--- config.mk ---
export PLATFORM = sky130hd
export DESIGN_NAME = code_converter_sweeper
export DESIGN_NICKNAME = d
export VERILOG_FILES = /design/src/rtl/code_converter_sweeper.sv
export SDC_FILE = /design/constraint.sdc
export NUM_CORES = 1
export LEC_CHECK = 0
export CAP_MARGIN = 20
export CELL_PAD_IN_SITES_DETAIL_PLACEMENT = 2
export CELL_PAD_IN_SITES_GLOBAL_PLACEMENT = 2
export CORE_MARGIN = 4
export CORE_UTILIZATION = 34
export DETAILED_ROUTE_END_ITERATION = 12
export PLACE_DENSITY = 0.83
export REMOVE_ABC_BUFFERS = 1
export SLEW_MARGIN = 40
export SYNTH_ARGS = -nofsm -noshare
export SYNTH_HDL_FRONTEND = slang
export SYNTH_SLANG_ARGS = --single-unit
--- constraint.sdc ---
create_clock -name clk -period 7.5 [get_ports clk]
set_input_delay 1.875 -clock clk [delete_from_list [all_inputs] [get_ports clk]]
set_output_delay 1.875 -clock clk [all_outputs]
set_load 0.05 [all_outputs]
--- src/rtl/code_converter_sweeper.sv ---
// -----------------------------------------------------------------------------
// code_converter_sweeper
//
// Self-test sequencer and checker for the 7-in-1 code converter. A start
// request sweeps every enabled converter mode over all sixteen 4-bit input
// values. Each vector is held while the converter settles, then the
// converter's response is compared against an internal golden model. The
// block reports pass/fail, a saturating mismatch count and the first failing
// vector.
//
// Handshake: start is a one-cycle request that is honoured only in IDLE.
// busy is high from the cycle after an accepted start until the sweep ends.
// done is a one-cycle pulse in the cycle the result becomes final. start seen
// while busy, or in the done cycle, is dropped.
//
// Parameters
//   SETTLE_CYCLES  cycles each vector is held before its compare cycle (0..15)
//   ERR_W          width of the mismatch counter
//
// Ports
//   clk            system clock, rising edge
//   rst            synchronous, active-high reset
//   start          one-cycle sweep request
//   mode_mask      bit m enables mode m; sampled on the accepted start
//   data_out       converter output (combinational from mode/data_in)
//   valid          converter valid flag
//   mode           mode driven to the converter
//   data_in        input vector driven to the converter
//   busy           sweep in progress
//   done           one-cycle end-of-sweep pulse
//   pass           last sweep had zero mismatches
//   err_count      mismatches in the current/last sweep (saturating)
//   fail_valid     a mismatch has been captured in the current/last sweep
//   fail_mode      mode of the first mismatching vector
//   fail_data_in   input of the first mismatching vector
//   fail_data_out  data_out observed at the first mismatch
// -----------------------------------------------------------------------------
module code_converter_sweeper #(
    parameter int SETTLE_CYCLES = 2,
    parameter int ERR_W         = 8
) (
    input  logic             clk,
    input  logic             rst,
    input  logic             start,
    input  logic [7:0]       mode_mask,
    input  logic [3:0]       data_out,
    input  logic             valid,
    output logic [2:0]       mode,
    output logic [3:0]       data_in,
    output logic             busy,
    output logic             done,
    output logic             pass,
    output logic [ERR_W-1:0] err_count,
    output logic             fail_valid,
    output logic [2:0]       fail_mode,
    output logic [3:0]       fail_data_in,
    output logic [3:0]       fail_data_out
);

    typedef enum logic [2:0] {
        IDLE    = 3'd0,
        DRIVE   = 3'd1,
        CHECK   = 3'd2,
        ADVANCE = 3'd3,
        FINISH  = 3'd4
    } state_t;

    // Last value of the settle counter before moving on to CHECK.
    localparam logic [3:0] SETTLE_LAST =
        (SETTLE_CYCLES > 0) ? 4'(SETTLE_CYCLES - 1) : 4'd0;

    // With no settle time a freshly loaded vector is compared straight away.
    localparam state_t LOAD_STATE = (SETTLE_CYCLES > 0) ? DRIVE : CHECK;

    state_t     state;
    logic [7:0] mask_q;
    logic [3:0] settle_cnt;

    // -------------------------------------------------------------------------
    // Mode selection helpers
    // -------------------------------------------------------------------------
    logic [2:0] first_mode;
    logic [2:0] next_mode;
    logic       next_found;

    // Lowest enabled mode of the incoming mask: scanning downwards lets the
    // lowest set bit be the last one written.
    always_comb begin
        first_mode = 3'd0;
        for (int m = 7; m >= 0; m--) begin
            if (mode_mask[m]) begin
                first_mode = 3'(m);
            end
        end
    end

    // Lowest enabled mode strictly above the current one. There is no wrap
    // from 7 back to 0, so mode 7 never has a successor.
    always_comb begin
        next_mode  = 3'd0;
        next_found = 1'b0;
        for (int m = 7; m >= 1; m--) begin
            if (mask_q[m] && (3'(m) > mode)) begin
                next_mode  = 3'(m);
                next_found = 1'b1;
            end
        end
    end

    // -------------------------------------------------------------------------
    // Golden converter model (4-bit modulo arithmetic)
    // -------------------------------------------------------------------------
    logic [3:0] exp_out;
    logic       exp_valid;
    logic       mismatch;

    always_comb begin
        exp_valid = 1'b1;
        exp_out   = data_in;
        case (mode)
            3'b000: exp_out = data_in ^ (data_in >> 1);
            // Each binary bit is the XOR of all Gray bits at and above it.
            3'b001: exp_out = {data_in[3], ^data_in[3:2], ^data_in[3:1], ^data_in[3:0]};
            3'b010,
            3'b111: exp_valid = (data_in <= 4'd9);
            3'b011,
            3'b100: begin
                exp_out   = data_in + 4'd3;
                exp_valid = (data_in <= 4'd9);
            end
            3'b101,
            3'b110: begin
                exp_out   = data_in - 4'd3;
                exp_valid = (data_in >= 4'd3) && (data_in <= 4'd12);
            end
            default: begin
                exp_valid = 1'b1;
                exp_out   = data_in;
            end
        endcase
    end

    // data_out is a don't-care whenever the model says the input is invalid.
    assign mismatch = (valid != exp_valid) || (exp_valid && (data_out != exp_out));

    // -------------------------------------------------------------------------
    // Sequencer FSM with registered outputs
    // -------------------------------------------------------------------------
    always_ff @(posedge clk) begin
        if (rst) begin
            state         <= IDLE;
            mask_q        <= 8'd0;
            settle_cnt    <= 4'd0;
            mode          <= 3'd0;
            data_in       <= 4'd0;
            busy          <= 1'b0;
            done          <= 1'b0;
            pass          <= 1'b0;
            err_count     <= '0;
            fail_valid    <= 1'b0;
            fail_mode     <= 3'd0;
            fail_data_in  <= 4'd0;
            fail_data_out <= 4'd0;
        end else begin
            done <= 1'b0;
            case (state)
                IDLE: begin
                    if (start) begin
                        mask_q        <= mode_mask;
                        settle_cnt    <= 4'd0;
                        err_count     <= '0;
                        fail_valid    <= 1'b0;
                        fail_mode     <= 3'd0;
                        fail_data_in  <= 4'd0;
                        fail_data_out <= 4'd0;
                        if (mode_mask != 8'd0) begin
                            pass    <= 1'b0;
                            mode    <= first_mode;
                            data_in <= 4'd0;
                            busy    <= 1'b1;
                            state   <= LOAD_STATE;
                        end else begin
                            // Empty sweep: report an immediate clean result.
                            pass  <= 1'b1;
                            done  <= 1'b1;
                            state <= FINISH;
                        end
                    end
                end

                DRIVE: begin
                    if (settle_cnt == SETTLE_LAST) begin
                        settle_cnt <= 4'd0;
                        state      <= CHECK;
                    end else begin
                        settle_cnt <= settle_cnt + 4'd1;
                    end
                end

                CHECK: begin
                    if (mismatch) begin
                        if (err_count != '1) begin
                            err_count <= err_count + 1'b1;
                        end
                        if (!fail_valid) begin
                            fail_valid    <= 1'b1;
                            fail_mode     <= mode;
                            fail_data_in  <= data_in;
                            fail_data_out <= data_out;
                        end
                    end
                    state <= ADVANCE;
                end

                ADVANCE: begin
                    if (data_in != 4'd15) begin
                        data_in <= data_in + 4'd1;
                        state   <= LOAD_STATE;
                    end else if (next_found) begin
                        data_in <= 4'd0;
                        mode    <= next_mode;
                        state   <= LOAD_STATE;
                    end else begin
                        // Last vector of the last mode: mode/data_in keep
                        // their final values; err_count is already final.
                        busy  <= 1'b0;
                        done  <= 1'b1;
                        pass  <= (err_count == '0);
                        state <= FINISH;
                    end
                end

                FINISH: begin
                    state <= IDLE;
                end

                default: begin
                    state <= IDLE;
                end
            endcase
        end
    end

endmodule

## Word level (Yosys, flattened, before mapping)

Cells that the tools add are included.

| storage, ports and cells | value |
|---|---|
| output and inout port bits | 30 |
| bits in registers | 45 |

| cells by class | value |
|---|---|
| equality and inequality tests | 25 |
| bitwise gates (word level) | 1 |
| magnitude comparators | 10 |
| reduce and logical (&&, ||, !) cells | 33 |
| add/sub/neg operators | 5 |
| multiplexer cells | 74 |

Operators with widths:

| kind | count |
|---|---|
| 3-bit 2-to-1 mux | 27 |
| 4-bit 2-to-1 mux | 10 |
| 4-bit case mux with 2 select lines | 4 |
| 8-bit 2-to-1 mux | 3 |
| 1-bit 2-to-1 mux | 20 |
| 2-bit != test, second input constant | 9 |
| 4-bit case mux with 4 select lines | 1 |
| 8-bit case mux with 2 select lines | 1 |
| 4-bit AND reduction | 4 |
| 3-bit by 2-bit equality test with 1-bit output, second input constant | 4 |
| 3-bit equality test, second input constant | 4 |
| 3-bit > comparator, first input constant | 4 |
| 3-bit case mux with 2 select lines | 2 |
| 3-bit case mux with 4 select lines | 1 |
| 1-bit case mux with 2 select lines | 5 |
| 5-bit AND reduction | 2 |
| 1-bit logical AND | 9 |
| 4-bit by 1-bit adder with 4-bit output, second input constant | 2 |
| 8-bit by 1-bit adder with 8-bit output, second input constant | 1 |
| 4-bit less-or-equal comparator, second input constant | 2 |
| 8-bit zero test | 1 |
| 8-bit != test, second input constant | 1 |
| 8-bit nonzero test | 1 |
| 3-bit by 1-bit equality test with 1-bit output, second input constant | 2 |
| 21 further kinds | 28 |

## Longest topological paths before layout

Gate-level depths: netlist of run 1.

| logic depth | value |
|---|---|
| depth after elaboration | 12 |
| mapped depth | 13 |
| depth with buffers taken out | 10 |

## Least setup slack after synthesis of run 1

No wires, ideal clock.

| timing path | value |
|---|---|
| kind | input -> register |
| start | input port data_out[2] |
| end | register fail_data_in[3] |
| setup time | 117 ps |
| cell stages on the path | 6 |
| required time | 7383 ps |
| arrival time | 3496 ps |
| path slack | 3886 ps |
| path buffers | 1 |
| path through | or4_4 -> a2111oi_4 -> a211oi_2 -> nor2b_4 -> buf_6 -> a22o_1 |

| between the ends | value |
|---|---|
| longest elaborated chain between the ends | 5 |

RTL lines:

| element | line | text |
|---|---|---|
| start, declared | 46 | `input logic [3:0] data_out,` |
| 4-bit != test | 144 | `assign mismatch = (valid != exp_valid) \|\| (exp_valid && (data_out != exp_out));` |
| 1-bit logical AND | 144 |  |
| 1-bit logical OR | 144 |  |
| 2-bit != test (no line) | n/a |  |
| 4-bit AND reduction (no line) | n/a |  |
| end signal, assigned | 208 | `fail_data_in <= data_in;` |
| end, declared | 56 | `output logic [3:0] fail_data_in,` |

Every way passes these cells.
A chain may end at the register's enable or synchronous reset.

## Worst setup path in the final report of run 1

| timing path | value |
|---|---|
| start | input port data_out[0] |
| end | register fail_data_out[1] |

| between the ends | value |
|---|---|
| longest elaborated chain between the ends | 5 |

RTL lines:

| element | line | text |
|---|---|---|
| 4-bit != test | 144 |  |
| 1-bit logical AND | 144 |  |
| 1-bit logical OR | 144 |  |
| 2-bit != test (no line) | n/a |  |
| 4-bit AND reduction (no line) | n/a |  |
| end signal, assigned | 209 | `fail_data_out <= data_out;` |
| end, declared | 57 | `output logic [3:0] fail_data_out` |

Every way passes these cells.

==> results of run 1 <==
worst min-delay path: stages (launching register included):
cell and delay [ps]:
dfxtp_1 320, nand2_1 50, o21ai_1 50
cells in the final DEF (no fill, tap or decap), types with 3 or more instances in the layout:
cell and instances:
xor2_1 5, nand3b_1 4, and3_1 4, nor2_1 31, nor2b_1 5, or3_1 3, nand2b_1 5, nand4_1 3
a22o_1 7, nor3_1 8, o21ai_1 7, a21boi_0 3, a21oi_1 32, clkdlybuf4s50_1 45, a211oi_1 3, inv_1 15
o211ai_1 3, o21ai_0 13, nand2_1 33, a2bb2oi_1 3, dfxtp_1 42, ha_1 14, mux2i_1 3, xnor2_1 6
nand3_1 16, clkbuf_8 5, o21a_1 6, nor4_1 4
final cells by class:
cell class	count	area, sq um	share of cell area
repair buffers	47	465	0.138
flip-flops and latches	44	883	0.263
well taps	102	128	0.0379
multi-input cells	263	1720	0.511
clock buffers	5	68.8	0.0205
clock inverters	3	42.5	0.0126
inverters	15	56.3	0.0167
cell families (layout without fill, tap and decap cells):
kind of cell | after synthesis | after routing | share of synthesized area
AOI/OAI and AO/OA | 102 | 102 | 0.262
DFF | 44 | 44 | 0.321
xor gates and xnor gates | 12 | 12 | 0.0411
adders and majority gates | 14 | 14 | 0.0639
and+or+nand+nor | 132 | 132 | 0.250
muxes | 3 | 3 | 0.0110
buffers and inverters | 33 | 70 | 0.0507
flip-flops by register name, summed over array words and instances, names as in the netlist:
signal,cells
err_count,8
mask_q,7
data_in,4
fail_data_in,4
fail_data_out,4
settle_cnt,4
fail_mode,3
mode,3
state,3
busy,1
done,1
fail_valid,1
pass,1
worst max-delay path by stage:
stage	endpoint	slack (ps)	cells past startpoint
after floorplan	fail_mode[2]$_SDFFE_PP0P_	3870	7
after CTS	fail_data_out[1]$_SDFFE_PP0P_	3330	8
after global placement	fail_data_out[0]$_SDFFE_PP0P_	3180	8
after detailed placement	fail_data_out[1]$_SDFFE_PP0P_	3020	8
after global routing	fail_data_out[1]$_SDFFE_PP0P_	3190	8
final	fail_data_out[1]$_SDFFE_PP0P_	3320	8
power groups by stage:
stage | Clock, mW | Sequential, mW | Combinational, mW
2_1_floorplan | 0 | 0.298 | 0.0976
3_3_place_gp | 0 | 0.277 | 0.180
3_5_place_dp | 0 | 0.277 | 0.187
4_1_cts | 0.192 | 0.272 | 0.189
5_1_grt | 0.206 | 0.275 | 0.205
6_report | 0.186 | 0.271 | 0.188
layer usage:
layer | vias up | part of all wire | track usage | routed length (um)
met5 | - | 0 | 0 | 0
met4 | 0 | 0.011 | 0.0469 | 92
met3 | 8 | 0.020 | 0.0314 | 173
met2 | 29 | 0.50 | 0.325 | 4390
met1 | 1347 | 0.47 | 0.237 | 4070
li1 | 1296 | - | - | -
==> flow_summary.json, run 1 <==
{
  "status": "completed",
  "path_max_fanout": 9,
  "setup_ws_ps": 3320,
  "worstSetupPathType": "input port to register",
  "cts_tree": "yes",
  "wl_mm": 8.72,
  "total_power_mw": 0.645,
  "fin_setup_tns_ps": 0,
  "synth_cell_type_count": 64,
  "start_util": 0.353,
  "overflow": 0,
  "worstMarginPinSlew_ps": 762,
  "fmax_mhz": 239,
  "comb_power_share": 0.291,
  "critPathSlowestCell": "a2111oi_4",
  "clockBufferDepth": 2,
  "rsz0062_at_grt": "false",
  "ctsResizeCount": 0,
  "gp_congestion": 0.768,
  "yosys.area.top_type_share": 0.321,
  "powerDensity_nw_per_um2": 192,
  "leakage_nw": 1.17,
  "dieArea_sq_um": 9560,
  "h-tree-depth": 2,
  "port_buffers": 45,
  "crit_required_ps": 7690,
  "grt_max_degree": 29,
  "synth_ff_type": "dfxtp_1",
  "num_io_pins": 46,
  "wl_per_cell_um": 18.2,
  "whs_path_depth": 2,
  "cts.sinks": 44,
  "switching_share": 0.357,
  "drtIter0Drc": 124,
  "yosys-top-cells-count": "44 x dfxtp_1, 33 x nand2_1, 32 x a21oi_1",
  "reg2reg_slack_ps": 4050,
  "worst_hold_slack_ps": 459,
  "viasPerCell": 5.59,
  "synth_warnings": 0,
  "stdcell_count": 479,
  "regToRegStartpoint": "data_in[0]$_SDFFE_PP0P_",
  "intPower_mw": 0.415,
  "num_antenna_cells": 0,
  "ys_ff_latch": 44,
  "antenna_found_initial": 0,
  "placementRows": 32,
  "ir_worst_vdd_v": 0.0000760,
  "clkTransAtPathRegs_ps": 90,
  "drv_cap": 0,
  "drcViolationCount": 0,
  "crit_buf_inv": 1,
  "crit_start": "data_out[0]",
  "power.share.clock": 0.289,
  "synth_largest_area_cell": "dfxtp_1",
  "dp_cells": 471,
  "grtUsageTotal": 0.186,
  "seq_power_share": 0.421,
  "die_y_um": 97.8,
  "hold_path.class": "register to register",
  "path_cells": "clkdlybuf4s50_1 -> xnor2_1 -> xnor2_1 -> mux2i_1 -> a32o_1 -> a2111oi_4 -> nor3_4 -> a22o_1",
  "synth.most_common_cell": "dfxtp_1",
  "core_area_sq_um": 7770,
  "finalHoldViolCount": 0,
  "syn_inst": 340,
  "pre_cts_ws_ps": 3020,
  "dp_hpwl_mm": 6.59,
  "synth_edf_count": 0,
  "nets": 406,
  "cts_root_buffer": "clkbuf_8",
  "ys_top_cells_by_area": "dfxtp_1 32%, ha_1 6.4%, a21oi_1 5.8%, nand2_1 4.5%, nor2_1 4.2%",
  "syn_to_final_growth_pct": 22.8,
  "relSlewSlack": 0.492,
  "first_global_vias": 2930,
  "rr_worst_depth": 10,
  "maxSlewViolCount": 0,
  "finalCritPeriodShare": 0.557,
  "r2r_end": "fail_data_out[1]$_SDFFE_PP0P_",
  "grt_pass1_wl_mm": 14.7,
  "seq_area_frac_synth": 0.321,
  "die_x_um": 97.8,
  "min_from": "fail_data_in[1]$_SDFFE_PP0P_",
  "placed_cell_area_sq_um": 3250,
  "finalInstanceArea_sq_um": 3360,
  "syn-mean-instance-area_sq_um": 8.06,
  "crit_arrival_ps": 4370,
  "first_pass_iters": 4,
  "drive_gt1_frac": 0.0637,
  "synth_area_sq_um": 2740,
  "path_delay_family": "compound AO/OA/AOI/OAI gates",
  "post_cts_buffers": 0,
  "via_count": 2680,
  "finClkSkew_ps": 6.73,
  "holdPathEnd": "fail_data_in[1]$_SDFFE_PP0P_",
  "cp-start-kind": "input port",
  "cpMostUsedCell": "xnor2_1",
  "hold_buffers": 0,
  "setup_viol": 0,
  "async_reset_ff_frac": 0,
  "numCtsBuffers": 5,
  "p_switching_mw": 0.230,
  "ant_nets": 0,
  "final.min_clock_period_ps": 4180,
  "fin_util": 0.433,
  "critPathMaxStageDelay_ps": 610,
  "critPathCaptureType": "register",
  "fillers": 883,
  "insertion_delay_ps": 300
}
(Power assumes the default switching activity.)
==> run 2, diff against run 1 <==
--- a/config.mk
+++ b/config.mk
@@ -9,9 +9,9 @@
 export CELL_PAD_IN_SITES_DETAIL_PLACEMENT = 2
 export CELL_PAD_IN_SITES_GLOBAL_PLACEMENT = 2
 export CORE_MARGIN = 4
-export CORE_UTILIZATION = 34
+export CORE_UTILIZATION = 28
 export DETAILED_ROUTE_END_ITERATION = 12
-export PLACE_DENSITY = 0.83
+export PLACE_DENSITY = 0.73
 export REMOVE_ABC_BUFFERS = 1
 export SLEW_MARGIN = 40
 export SYNTH_ARGS = -nofsm -noshare
==> constraint.sdc (replaced) <==
create_clock -name clk -period 3.83 [get_ports clk]
set_input_delay 0.9575 -clock clk [delete_from_list [all_inputs] [get_ports clk]]
set_output_delay 0.9575 -clock clk [all_outputs]
set_load 0.05 [all_outputs]
==> run 2 against run 1 <==
Compared with the run above:
- worst setup slack got worse by 2700 ps
- worst hold slack better by 1.6 ps
- highest routed layer unchanged
- sequential power grew 95%
- total power grew 89%
- critical path type is now register to register
- utilization is 6.8 points lower
- register-to-register slack lost 3400 ps
- first-iteration DRC count shrank 41%
==> flow_summary.json, run 2 (synthesis results as in run 1) <==
{
  "critPathMaxStageDelay_ps": 660,
  "h-tree-depth": 2,
  "cp.depth": 9,
  "drtIter0Drc": 73,
  "overflow": 0,
  "switching_share": 0.369,
  "post_cts_buffers": 0,
  "r2r_end": "err_count[3]$_SDFFE_PP0P_",
  "num_io_pins": 46,
  "crit_arrival_ps": 3400,
  "maxSlewViolCount": 0,
  "regToRegStartpoint": "data_in[2]$_SDFFE_PP0P_",
  "critPathCaptureType": "register",
  "drcViolationCount": 0,
  "start_util": 0.292,
  "relSlewSlack": 0.514,
  "path_cells": "inv_1 -> ha_1 -> nor2_1 -> a211oi_1 -> or4_4 -> a2111oi_4 -> and2_1 -> o21ai_2 -> o211ai_1",
  "grt_pass1_wl_mm": 15.2,
  "seq_power_share": 0.435,
  "num_antenna_cells": 0,
  "finClkSkew_ps": 6.22,
  "hold_path.class": "register to register",
  "final.min_clock_period_ps": 3170,
  "rr_worst_depth": 9,
  "nets": 412,
  "grt_max_degree": 28,
  "path_max_fanout": 13,
  "crit_start": "data_in[2]$_SDFFE_PP0P_",
  "dieArea_sq_um": 11400,
  "hold_buffers": 0,
  "die_x_um": 107,
  "insertion_delay_ps": 300,
  "clockBufferDepth": 2,
  "numCtsBuffers": 5,
  "stdcell_count": 512,
  "worstMarginPinSlew_ps": 728,
  "fmax_mhz": 315,
  "largestRegisters": "err_count (8), mask_q (7)",
  "syn_to_final_growth_pct": 24.9,
  "cts.sinks": 44,
  "die_y_um": 107,
  "dp_cells": 504,
  "ctsResizeCount": 0,
  "setup_viol": 0,
  "leakage_nw": 1.20,
  "layout_commonest_cell": "clkdlybuf4s50_1",
  "viasPerCell": 5.15,
  "wl_mm": 8.74,
  "first_global_vias": 2974,
  "path_delay_family": "compound AO/OA/AOI/OAI gates",
  "p_switching_mw": 0.449,
  "status": "completed",
  "cts_root_buffer": "clkbuf_8",
  "finalHoldViolCount": 0,
  "intPower_mw": 0.768,
  "reg2reg_slack_ps": 660,
  "port_buffers": 45,
  "comb_power_share": 0.304,
  "critPathSlowestCell": "dfxtp_1",
  "crit_buf_inv": 1,
  "cp-start-kind": "register",
  "largest_register_ffs": 8,
  "drive_gt1_frac": 0.0731,
  "powerDensity_nw_per_um2": 356,
  "final_cell_mix": "45 x clkdlybuf4s50_1, 44 x dfxtp_1, 33 x nand2_1",
  "clkTransAtPathRegs_ps": 90,
  "power.share.clock": 0.261,
  "endpoint": "err_count[3]$_SDFFE_PP0P_",
  "worstSetupPathType": "register to register",
  "crit_required_ps": 4060,
  "placementRows": 35,
  "antenna_found_initial": 0,
  "fin_setup_tns_ps": 0,
  "dp_hpwl_mm": 6.68,
  "regMostFlops": "err_count",
  "first_pass_iters": 4,
  "finalCritPeriodShare": 0.829,
  "cts_tree": "yes",
  "ant_nets": 0,
  "wl_per_cell_um": 17.1,
  "fillers": 1109,
  "rsz0062_at_grt": "false",
  "core_area_sq_um": 9370,
  "drv_cap": 0,
  "gp_congestion": 0.801,
  "ir_worst_vdd_v": 0.000141,
  "via_count": 2638,
  "grtUsageTotal": 0.161
}
## run 2: per-layer routing
metal | vias up | share of wire | global-route usage
met5 | - | 0 | 0
met4 | 0 | 0.0087 | 0.0283
met3 | 8 | 0.020 | 0.0247
met2 | 34 | 0.48 | 0.273
met1 | 1287 | 0.49 | 0.218
li1 | 1309 | - | -
## run 2: metrics by stage
step | setup slack [ps] | util | total power [mW] | hold slack, ps | instance area [sq um]
after detailed placement | 468 | 0.355 | 0.914 | 454 | 3330
final | 655 | 0.365 | 1.22 | 460 | 3420
after global routing | 412 | 0.365 | 1.31 | 479 | 3420
after global placement | 575 | 0.355 | 0.903 | 439 | 3330
after CTS | 634 | 0.365 | 1.24 | 470 | 3420
after floorplan | 547 | - | 0.775 | 426 | 2660
## run 2: worst min path at each step
stage,startpoint,slack (ps),depth (start not counted),endpoint
final,fail_data_in[1]$_SDFFE_PP0P_,460,2,fail_data_in[1]$_SDFFE_PP0P_
after global routing,fail_data_in[1]$_SDFFE_PP0P_,480,2,fail_data_in[1]$_SDFFE_PP0P_
after CTS,fail_data_in[1]$_SDFFE_PP0P_,470,2,fail_data_in[1]$_SDFFE_PP0P_
after detailed placement,fail_data_in[1]$_SDFFE_PP0P_,450,2,fail_data_in[1]$_SDFFE_PP0P_
after global placement,fail_mode[1]$_SDFFE_PP0P_,440,2,fail_mode[1]$_SDFFE_PP0P_
after floorplan,mask_q[6]$_SDFFE_PP0P_,430,2,mask_q[6]$_SDFFE_PP0P_
## run 2: cell type report
type | instances | area [sq um] | area share
Clock inverter | 2 | 10.0 | 0.00293
Sequential cell | 44 | 881 | 0.257
Multi-Input combinational cell | 263 | 1720 | 0.503
Timing Repair Buffer | 53 | 510 | 0.149
Clock buffer | 6 | 82.6 | 0.0241
Inverter | 15 | 56.3 | 0.0165
Tap cell | 129 | 161 | 0.0472
## run 2: power by group through the flow
stage	registers, mW	logic, mW	clock network (mW)
floorplan	0.584	0.191	0
global placement	0.540	0.363	0
detailed placement	0.541	0.373	0
CTS	0.531	0.376	0.331
global route	0.538	0.413	0.356
finish	0.529	0.370	0.318
## run 2: worst min-delay path: cells and delay by family, from the launching register on
kind / cells / cell delay (ps)
flip-flops: 1 / 320
AND/OR/NAND/NOR: 1 / 50
AO/OA/AOI/OAI: 1 / 50
==> run 3, diff against run 2 <==
--- a/config.mk
+++ b/config.mk
@@ -9,9 +9,9 @@
 export CELL_PAD_IN_SITES_DETAIL_PLACEMENT = 2
 export CELL_PAD_IN_SITES_GLOBAL_PLACEMENT = 2
 export CORE_MARGIN = 4
-export CORE_UTILIZATION = 28
+export CORE_UTILIZATION = 31
 export DETAILED_ROUTE_END_ITERATION = 12
-export PLACE_DENSITY = 0.73
+export PLACE_DENSITY = 0.76
 export REMOVE_ABC_BUFFERS = 1
 export SLEW_MARGIN = 40
 export SYNTH_ARGS = -nofsm -noshare
==> constraint.sdc (replaced) <==
create_clock -name clk -period 3.3 [get_ports clk]
set_input_delay 0.825 -clock clk [delete_from_list [all_inputs] [get_ports clk]]
set_output_delay 0.825 -clock clk [all_outputs]
set_load 0.05 [all_outputs]
==> run 3 against run 2 <==
Compared with the run above:
- via count rose by 3.2%
- flip-flop and latch count did not move
- total power rose by 18%
- critical path depth rose by 1
- register-to-register slack got worse by 490 ps
- maximum frequency rose by 1.4%
- worst setup slack got worse by 490 ps
- highest routed layer unchanged
- sequential share of layout area fell by 0.35 points
- count of clock-buffer cells in the layout did not move
- clock skew fell by 3.2 ps
- non-clock buffer count rose by 8
- global-route usage rose by 2.5 points
- critical path type unchanged
==> flow_summary.json, run 3 (synthesis results as in run 1) <==
{
  "status": "completed",
  "drive_gt1_frac": 0.0946,
  "hold_path.class": "register to register",
  "overflow": 0,
  "maxSlewViolCount": 0,
  "cts_root_buffer": "clkbuf_8",
  "grtUsageTotal": 0.186,
  "pre_cts_ws_ps": 104,
  "path_cells": "inv_1 -> ha_1 -> a211o_1 -> o211ai_1 -> a31oi_1 -> or4_4 -> a2111oi_4 -> and2_2 -> o21ai_2 -> o211ai_1",
  "placementRows": 34,
  "wl_met2_mm": 4.65,
  "fin_setup_tns_ps": 0,
  "num_io_pins": 46,
  "highest_layer": "met4",
  "clkTransAtPathRegs_ps": 90,
  "critPathSlowestCell": "or4_4",
  "fillers": 999,
  "relSlewSlack": 0.454,
  "numCtsBuffers": 5,
  "cp-start-kind": "register",
  "nets": 420,
  "worstSetupPathType": "register to register",
  "cpMostUsedCell": "o211ai_1",
  "critPathMaxStageDelay_ps": 530,
  "critPathCaptureType": "register",
  "crit_required_ps": 3520,
  "core_area_sq_um": 8680,
  "seqCellArea_sq_um": 881,
  "setup_ws_ps": 169,
  "h-tree-depth": 2,
  "worstMarginPinSlew_ps": 819,
  "syn_to_final_growth_pct": 26.6,
  "grt_pass1_wl_mm": 15.4,
  "start_util": 0.316,
  "dieArea_sq_um": 10400,
  "insertion_delay_ps": 300,
  "largest_register_ffs": 8,
  "finalHoldViolCount": 0,
  "viasPerCell": 5.46,
  "crit_arrival_ps": 3350,
  "num_antenna_cells": 0,
  "die_y_um": 102,
  "dp_hpwl_mm": 7.03,
  "multi_input_area_sq_um": 1720,
  "route.met3.wl_um": 191,
  "rsz0062_at_grt": "false",
  "first_global_vias": 2965,
  "finalCritPeriodShare": 0.949,
  "finClkSkew_ps": 3.01,
  "hold_buffers": 0,
  "regMostFlops": "err_count",
  "fmax_mhz": 319,
  "grt_max_degree": 25,
  "ir_worst_vdd_v": 0.000152,
  "drtIter0Drc": 51,
  "leakage_nw": 1.24,
  "powerDensity_nw_per_um2": 414,
  "wl_per_cell_um": 18.6,
  "wl_met1_mm": 4.37,
  "wl_mm": 9.29,
  "setup_viol": 0,
  "drv_cap": 0,
  "drcViolationCount": 0,
  "port_buffers": 45,
  "final.min_clock_period_ps": 3130,
  "gp_congestion": 0.740,
  "first_pass_iters": 4,
  "antenna_found_initial": 0,
  "ant_nets": 0,
  "final_cell_mix": "45 x clkdlybuf4s50_1, 44 x dfxtp_1, 33 x nand2_1",
  "via_count": 2723,
  "cts.sinks": 44,
  "die_x_um": 102,
  "layout_commonest_cell": "clkdlybuf4s50_1",
  "clockBufferDepth": 2,
  "cts_tree": "yes",
  "largestRegisters": "err_count (8), mask_q (7)",
  "path_max_fanout": 8
}
-- run 3: metrics by stage --
step / cells / hold WS [ps] / cell area, sq um / power (mW) / util
after floorplan: 322 / 426 / 2660 / 0.899 / -
after global placement: 490 / 441 / 3360 / 1.06 / 0.387
after detailed placement: 490 / 448 / 3360 / 1.07 / 0.387
after CTS: 498 / 466 / 3450 / 1.44 / 0.397
after global routing: 499 / 490 / 3470 / 1.53 / 0.400
final: 499 / 461 / 3470 / 1.44 / 0.400
-- run 3: metal layers --
metal	vias up	global-route usage
li1	1325	-
met1	1362	0.239
met3	9	0.0266
met2	27	0.330
met4	0	0.0373
met5	-	0
-- run 3: final cells by class --
cell class                      count  share of cell area
Timing Repair Buffer               61               0.168
Clock inverter                      2             0.00288
Clock buffer                        6              0.0238
Sequential cell                    44               0.254
Tap cell                          108              0.0389
Multi-Input combinational cell    263               0.496
Inverter                           15              0.0162
-- run 3: final timing paths --
path,depth (start not counted),start,slack (ps),endpoint
hold / removal,2,fail_mode[1]$_SDFFE_PP0P_,460,fail_mode[1]$_SDFFE_PP0P_
setup reg to reg,10,data_in[1]$_SDFFE_PP0P_,170,err_count[5]$_SDFFE_PP0P_
setup / recovery,10,data_in[1]$_SDFFE_PP0P_,170,err_count[5]$_SDFFE_PP0P_
hold reg to reg,2,fail_mode[1]$_SDFFE_PP0P_,460,fail_mode[1]$_SDFFE_PP0P_
-- run 3: worst max-delay path, delay by kind of cell, from the launching register on --
kind	cells	cell delay, ps
and+or+nand+nor	2	820
DFF	1	450
adders and majority gates	1	270
buffers and inverters	1	140
AOI/OAI and AO/OA	6	1370
-- run 3: timing repair --
action	CTS	global route
buffers inserted	0	1
setup endpoints to repair	0	3
hold endpoints to repair	0	0
resized for setup	0	1
-- run 3: power breakdown --
part	total, mW	switching [mW]	internal (mW)
combinational	0.458	0.283	0.175
sequential	0.614	0.0504	0.564
clock	0.365	0.197	0.168
total	1.44	0.530	0.907
==> edit 1: new RTL, settings of run 1 <==
Reset style: asynchronous (`rst`), changed in one clocked block. Comments in the files are not updated.
--- a/src/rtl/code_converter_sweeper.sv
+++ b/src/rtl/code_converter_sweeper.sv
@@ -146,7 +146,7 @@
     // -------------------------------------------------------------------------
     // Sequencer FSM with registered outputs
     // -------------------------------------------------------------------------
-    always_ff @(posedge clk) begin
+    always_ff @(posedge clk or posedge rst) begin
         if (rst) begin
             state         <= IDLE;
             mask_q        <= 8'd0;
Check against the original RTL: differs if rst is asserted again (counterexample within 4 cycles, from zero or initial values and one cycle with rst high); with rst held inactive, the same outputs for 10 cycles.
==> edit 1 against run 1 <==
Wire length up 0.62%. Clock skew up 0.0023 ns. Cell area grew 6.1%. Sequential cell count stayed put. Worst setup slack lost 0.10 ns. Critical path depth is 2 lower. Synthesized area up 7.5%. Die area grew 6.9%.
Power is not compared: it rests on default switching activity, and its combinational part moved more than twofold at a synthesized area within 25%.
==> edit 1: results (changes against run 1) <==
Synthesis
  – Syn avg cell area: 8.666 um2 (+7.5%)
  – Synth cell types: 61 (-4.7%)
  – Ys flop type: dfrtp_1
  – Synth Area in Adders: 0.05945 (-0.004479)
  – Xor/xnor cell area share of the yosys netlist: 0.02378 (-0.01732)
  – Mux cell area share after synthesis: 0.06369 (+0.05274)
  – Synth Area in Compound Gates: 0.1902 (-0.07187)
  – Asr flop ratio synth: 1.000 (+1.000)
  – Ranking of synthesized cells by area: dfrtp_1 37%, nand2_1 6.4%, ha_1 5.9%
  – Top cells by count, synth: 50 x nand2_1, 44 x dfrtp_1, 27 x o21ai_0
  – Seq/Total Area, Yosys: 0.3737 (+0.05221)
  – Syn. warnings: 0 (unchanged)

Global route
  – Number of global-route vias before repair: 2892 (-1.3%)
  – Largest net degree at the start of global routing: 45 (+55%)
  – Total GRT Usage: 0.1823 (-0.003262)
  – First-pass GRT wire length: 14.96 mm (+2.0%)
  – Initial antenna violation count: 0 (unchanged)

Worst setup path
  – Worst reg2reg path depth: 9 (-1)
  – CP max stage cell: nor3_4
  – CP Max Fanout: 22 (+13)
  – Delay-heaviest family, CP: simple AND/OR/NAND/NOR gates
  – Crit path DAT: 4.51 ns (+0.14 ns)
  – Crit-path max cell delay: just over 0.6 ns
  – Reg2reg setup slack: 4.01 ns (-0.04 ns)

Place
  – Inst Count DP: 474 (+0.64%)
  – Global placer's final weighted congestion: 0.8300 (+8.0%)
  – Dpl hpwl: 6.484 mm (-1.7%)
  – Area post-placement: 0.003453 mm2 (+6.2%)
  – Port Buffers: 45 (unchanged)
  – Place WS: 2.858 ns (-0.1598 ns)

Timing
  – Setup Total Neg Slack: 0 ns (unchanged)
  – Clock Skew: 0.009061 ns (+0.002333 ns)
  – Least-Margin Pin Slew: 0.7955 ns (+0.03401 ns)
  – Tmin final: 4.283 ns (+0.1029 ns)
  – Worst hold margin: 0.5075 ns (+0.04894 ns)

Clocking
  – Maximum level of the CTS H-tree: 2 (unchanged)
  – Cts repair resizes: 0 (unchanged)
  – Max clock buf depth: 2 (unchanged)
  – Setup bufs post-CTS: 0 (unchanged)
  – Reg clk slew, reported paths: ~0.1 ns
  – CTS Root Cell: clkbuf_8
  – Worst-skew pair later-pin latency: roughly 0.31 ns
  – CTS Buf Count: 5 (unchanged)

Power
  – VDD IR max: 0.1483 mV

Detailed routing
  – DR pass1 iterations: 4 (unchanged)
  – Via count: 2685 (+0.19%)
  – DR WL/cell: 18.20 um (about the same)
  – DR vias/cell: 5.571 (-0.44%)
  – 1st-iter DRT viols: 90 (-27%)

Finish
  – Most flops, register: err_count
  – Layout cells sized above 1: 0.07427 (+0.01061)
  – Fin nets: 406 (unchanged)
  – Top Registers: err_count x8, mask_q x7
  – # diodes: 0 (unchanged)

Worst hold path
  – Hold Crit Class: reg -> reg
  – Hold depth: 2 (unchanged)

Outcome
  – Run status: completed
==> edit 1: kinds of logic (layout without fill, tap and decap cells) <==
kind of cell	after synthesis	count (layout)
fa+ha+maj	14	14
buf+inv	41	78
mux	17	17
xor+xnor	8	8
compound gates	82	82
flops	44	44
simple gates	134	134
==> edit 1: final timing paths <==
check / start / to
min reg2reg: mask_q[1]$_DFFE_PP0P_ / mask_q[1]$_DFFE_PP0P_
min: mask_q[1]$_DFFE_PP0P_ / mask_q[1]$_DFFE_PP0P_
max in group asynchronous: rst / mode[0]$_DFFE_PP0P_
min in group asynchronous: rst / settle_cnt[3]$_DFFE_PP0P_
max reg2reg: data_in[0]$_DFFE_PP0P_ / fail_mode[0]$_DFFE_PP0P_
max: start / fail_mode[0]$_DFFE_PP0P_
==> edit 1: metal layers <==
metal	vias to the layer above	share of wire	GRT usage
li1	1273	-	-
met1	1358	0.46	0.2379
met2	46	0.50	0.3159
met3	8	0.030	0.02353
met4	0	0.013	0.04908
met5	-	0	0
==> edit 1: worst min-delay path: stages, from the launching register on <==
cell and delay, ns:
dfrtp_1 0.37, nand2_1 0.05, nand2_1 0.06
==> edit 1: cell type report <==
type,instances,area (um2)
multi-input combinational,255,1673
tap,105,131.4
clock buffer,5,68.82
timing repair buffer,46,457.9
inverter,24,90.09
fill,947,4770
clock inverter,3,47.55
sequential,44,1102
==> edit 1: power breakdown <==
| group | total (mW) | internal, mW | leakage (nW) | switching, mW |
|---|---|---|---|---|
| sequential | 0.452 | 0.318 | 0.580 | 0.134 |
| combinational | 0.833 | 0.319 | 0.864 | 0.514 |
| clock | 0.197 | 0.101 | 0.0583 | 0.0963 |
| total | 1.48 | 0.738 | 1.50 | 0.744 |
==> edit 2: new RTL, settings of run 1 <==
Without the edit above. `ERR_W`: 8 -> 6.
--- a/src/rtl/code_converter_sweeper.sv
+++ b/src/rtl/code_converter_sweeper.sv
@@ -37,7 +37,7 @@
 // -----------------------------------------------------------------------------
 module code_converter_sweeper #(
     parameter int SETTLE_CYCLES = 2,
-    parameter int ERR_W         = 8
+    parameter int ERR_W         = 6
 ) (
     input  logic             clk,
     input  logic             rst,
Interface: changed (resized err_count); port bits go from 46 to 44. No check against the original RTL was run, so the function may have changed too.
==> edit 2 against run 1 <==
Synthesized area grew 4.2%. Cell area up 1.6%. Sequential share of layout area decreased by 1.6 points. Wire length grew 4.6%. Worst setup slack gained 0.22 ns. Worst hold slack better by 0.018 ns. Total power rose by 5.4%. Sequential cell count decreased by 2. Largest cell class unchanged. Highest routed layer unchanged.
==> edit 2: results (changes against run 1) <==
Worst setup path
  – Crit path DAT: 2.09 ns (-2.28 ns)
  – CP max stage cell: clkdlybuf4s50_1
  – FF-to-FF Start: data_in[2]$_SDFFE_PP0P_
  – FF-to-FF End: fail_data_in[2]$_SDFFE_PP0P_
  – CP startpoint: mode[1]$_SDFFE_PP0P_
  – Worst reg2reg path depth: 9 (-1)
  – CP endpoint: mode[1]
  – CP Max Fanout: 19 (+10)
  – Reg2reg setup slack: 4.20 ns (+0.15 ns)
  – Crit-path max cell delay: 0.94 ns (+0.33 ns)

Global route
  – Number of global-route vias before repair: 2994 (+2.2%)
  – Global Route met3 Usage: 0.02595 (-0.005482)
  – Met2 GRT Util: 0.3435 (+0.01877)
  – Largest net degree at the start of global routing: 50 (+72%)

Worst hold path
  – Hold_sp: mask_q[6]$_SDFFE_PP0P_

Timing
  – Slew margin rel.: 0.4588 (-0.03355)

Finish
  – Layout cells sized above 1: 0.05486 (-0.008798)
  – Clock buf/inv share: 0.03186 (-0.001241)
  – Non-Filler Instances: 506 (+5.6%)
  – Fillers: 944 (+6.9%)
  – Bufs w/o clock: 45 (-4.3%)
  – Logic inverters: 16 (+1)
  – Fin nets: 430 (+5.9%)
  – Register area: 842.1 um2 (-4.7%)
  – Multi-input combinational gate total: 290 (+10%)
  – NonClk Buf Share: 0.1304 (-0.007986)

Detailed routing
  – Met1 Wirelength: 4.231 mm (+4.1%)
  – DR WL/cell: 18.03 um (-0.95%)
  – Metal2 WL: 4.600 mm (+4.9%)
  – DR WL met3: 199 um (+15%)
  – 1st-iter DRT viols: 113 (-8.9%)

Synthesis
  – Ranking of synthesized cells by area: dfxtp_1 29%, a21oi_1 6.5%, ha_1 6.1%
  – Seq/Total Area, Yosys: 0.2945 (-0.02698)
  – Top cells by count, synth: 44 x nand2_1, 42 x dfxtp_1, 37 x a21oi_1
  – Mapped Cells: 372 (+9.4%)

Outcome
  – Run status: completed

Power
  – Leakage: 1.144 nW (-2.1%)
  – VDD IR max: 0.1053 mV (+38%)

Place
  – Global placer's final weighted congestion: 0.8061 (+4.9%)
  – Inst Count DP: 498 (+5.7%)
  – Port Buffers: 43 (-4.4%)
  – Dpl hpwl: 6.698 mm (+1.6%)
## edit 2: cell families (layout without fill, tap and decap cells)
family | count (synthesis) | count (layout) | synth area share
AO/OA/AOI/OAI | 95 | 95 | 0.2182
adder cells (fa/ha/maj) | 14 | 14 | 0.06135
XOR/XNOR | 7 | 7 | 0.02147
buffers and inverters | 40 | 69 | 0.06573
flip-flops | 42 | 42 | 0.2945
AND/OR/NAND/NOR | 161 | 161 | 0.2932
multiplexers | 13 | 13 | 0.04557
## edit 2: stage by stage
stage	setup WS, ns	total power [mW]	instance area (um2)	hold slack [ns]
floorplan	4.040	0.4239	2730	0.4249
detailed placement	3.336	0.5056	3308	0.4688
finish	3.538	0.6805	3417	0.4763
CTS	3.526	0.6900	3417	0.4824
global placement	3.405	0.4980	3307	0.4467
global route	3.472	0.7238	3417	0.5033
## edit 2: power by group
part	switching, mW	internal [mW]
registers	0.0322	0.240
clock network	0.0806	0.0981
logic	0.145	0.0846
total	0.257	0.423
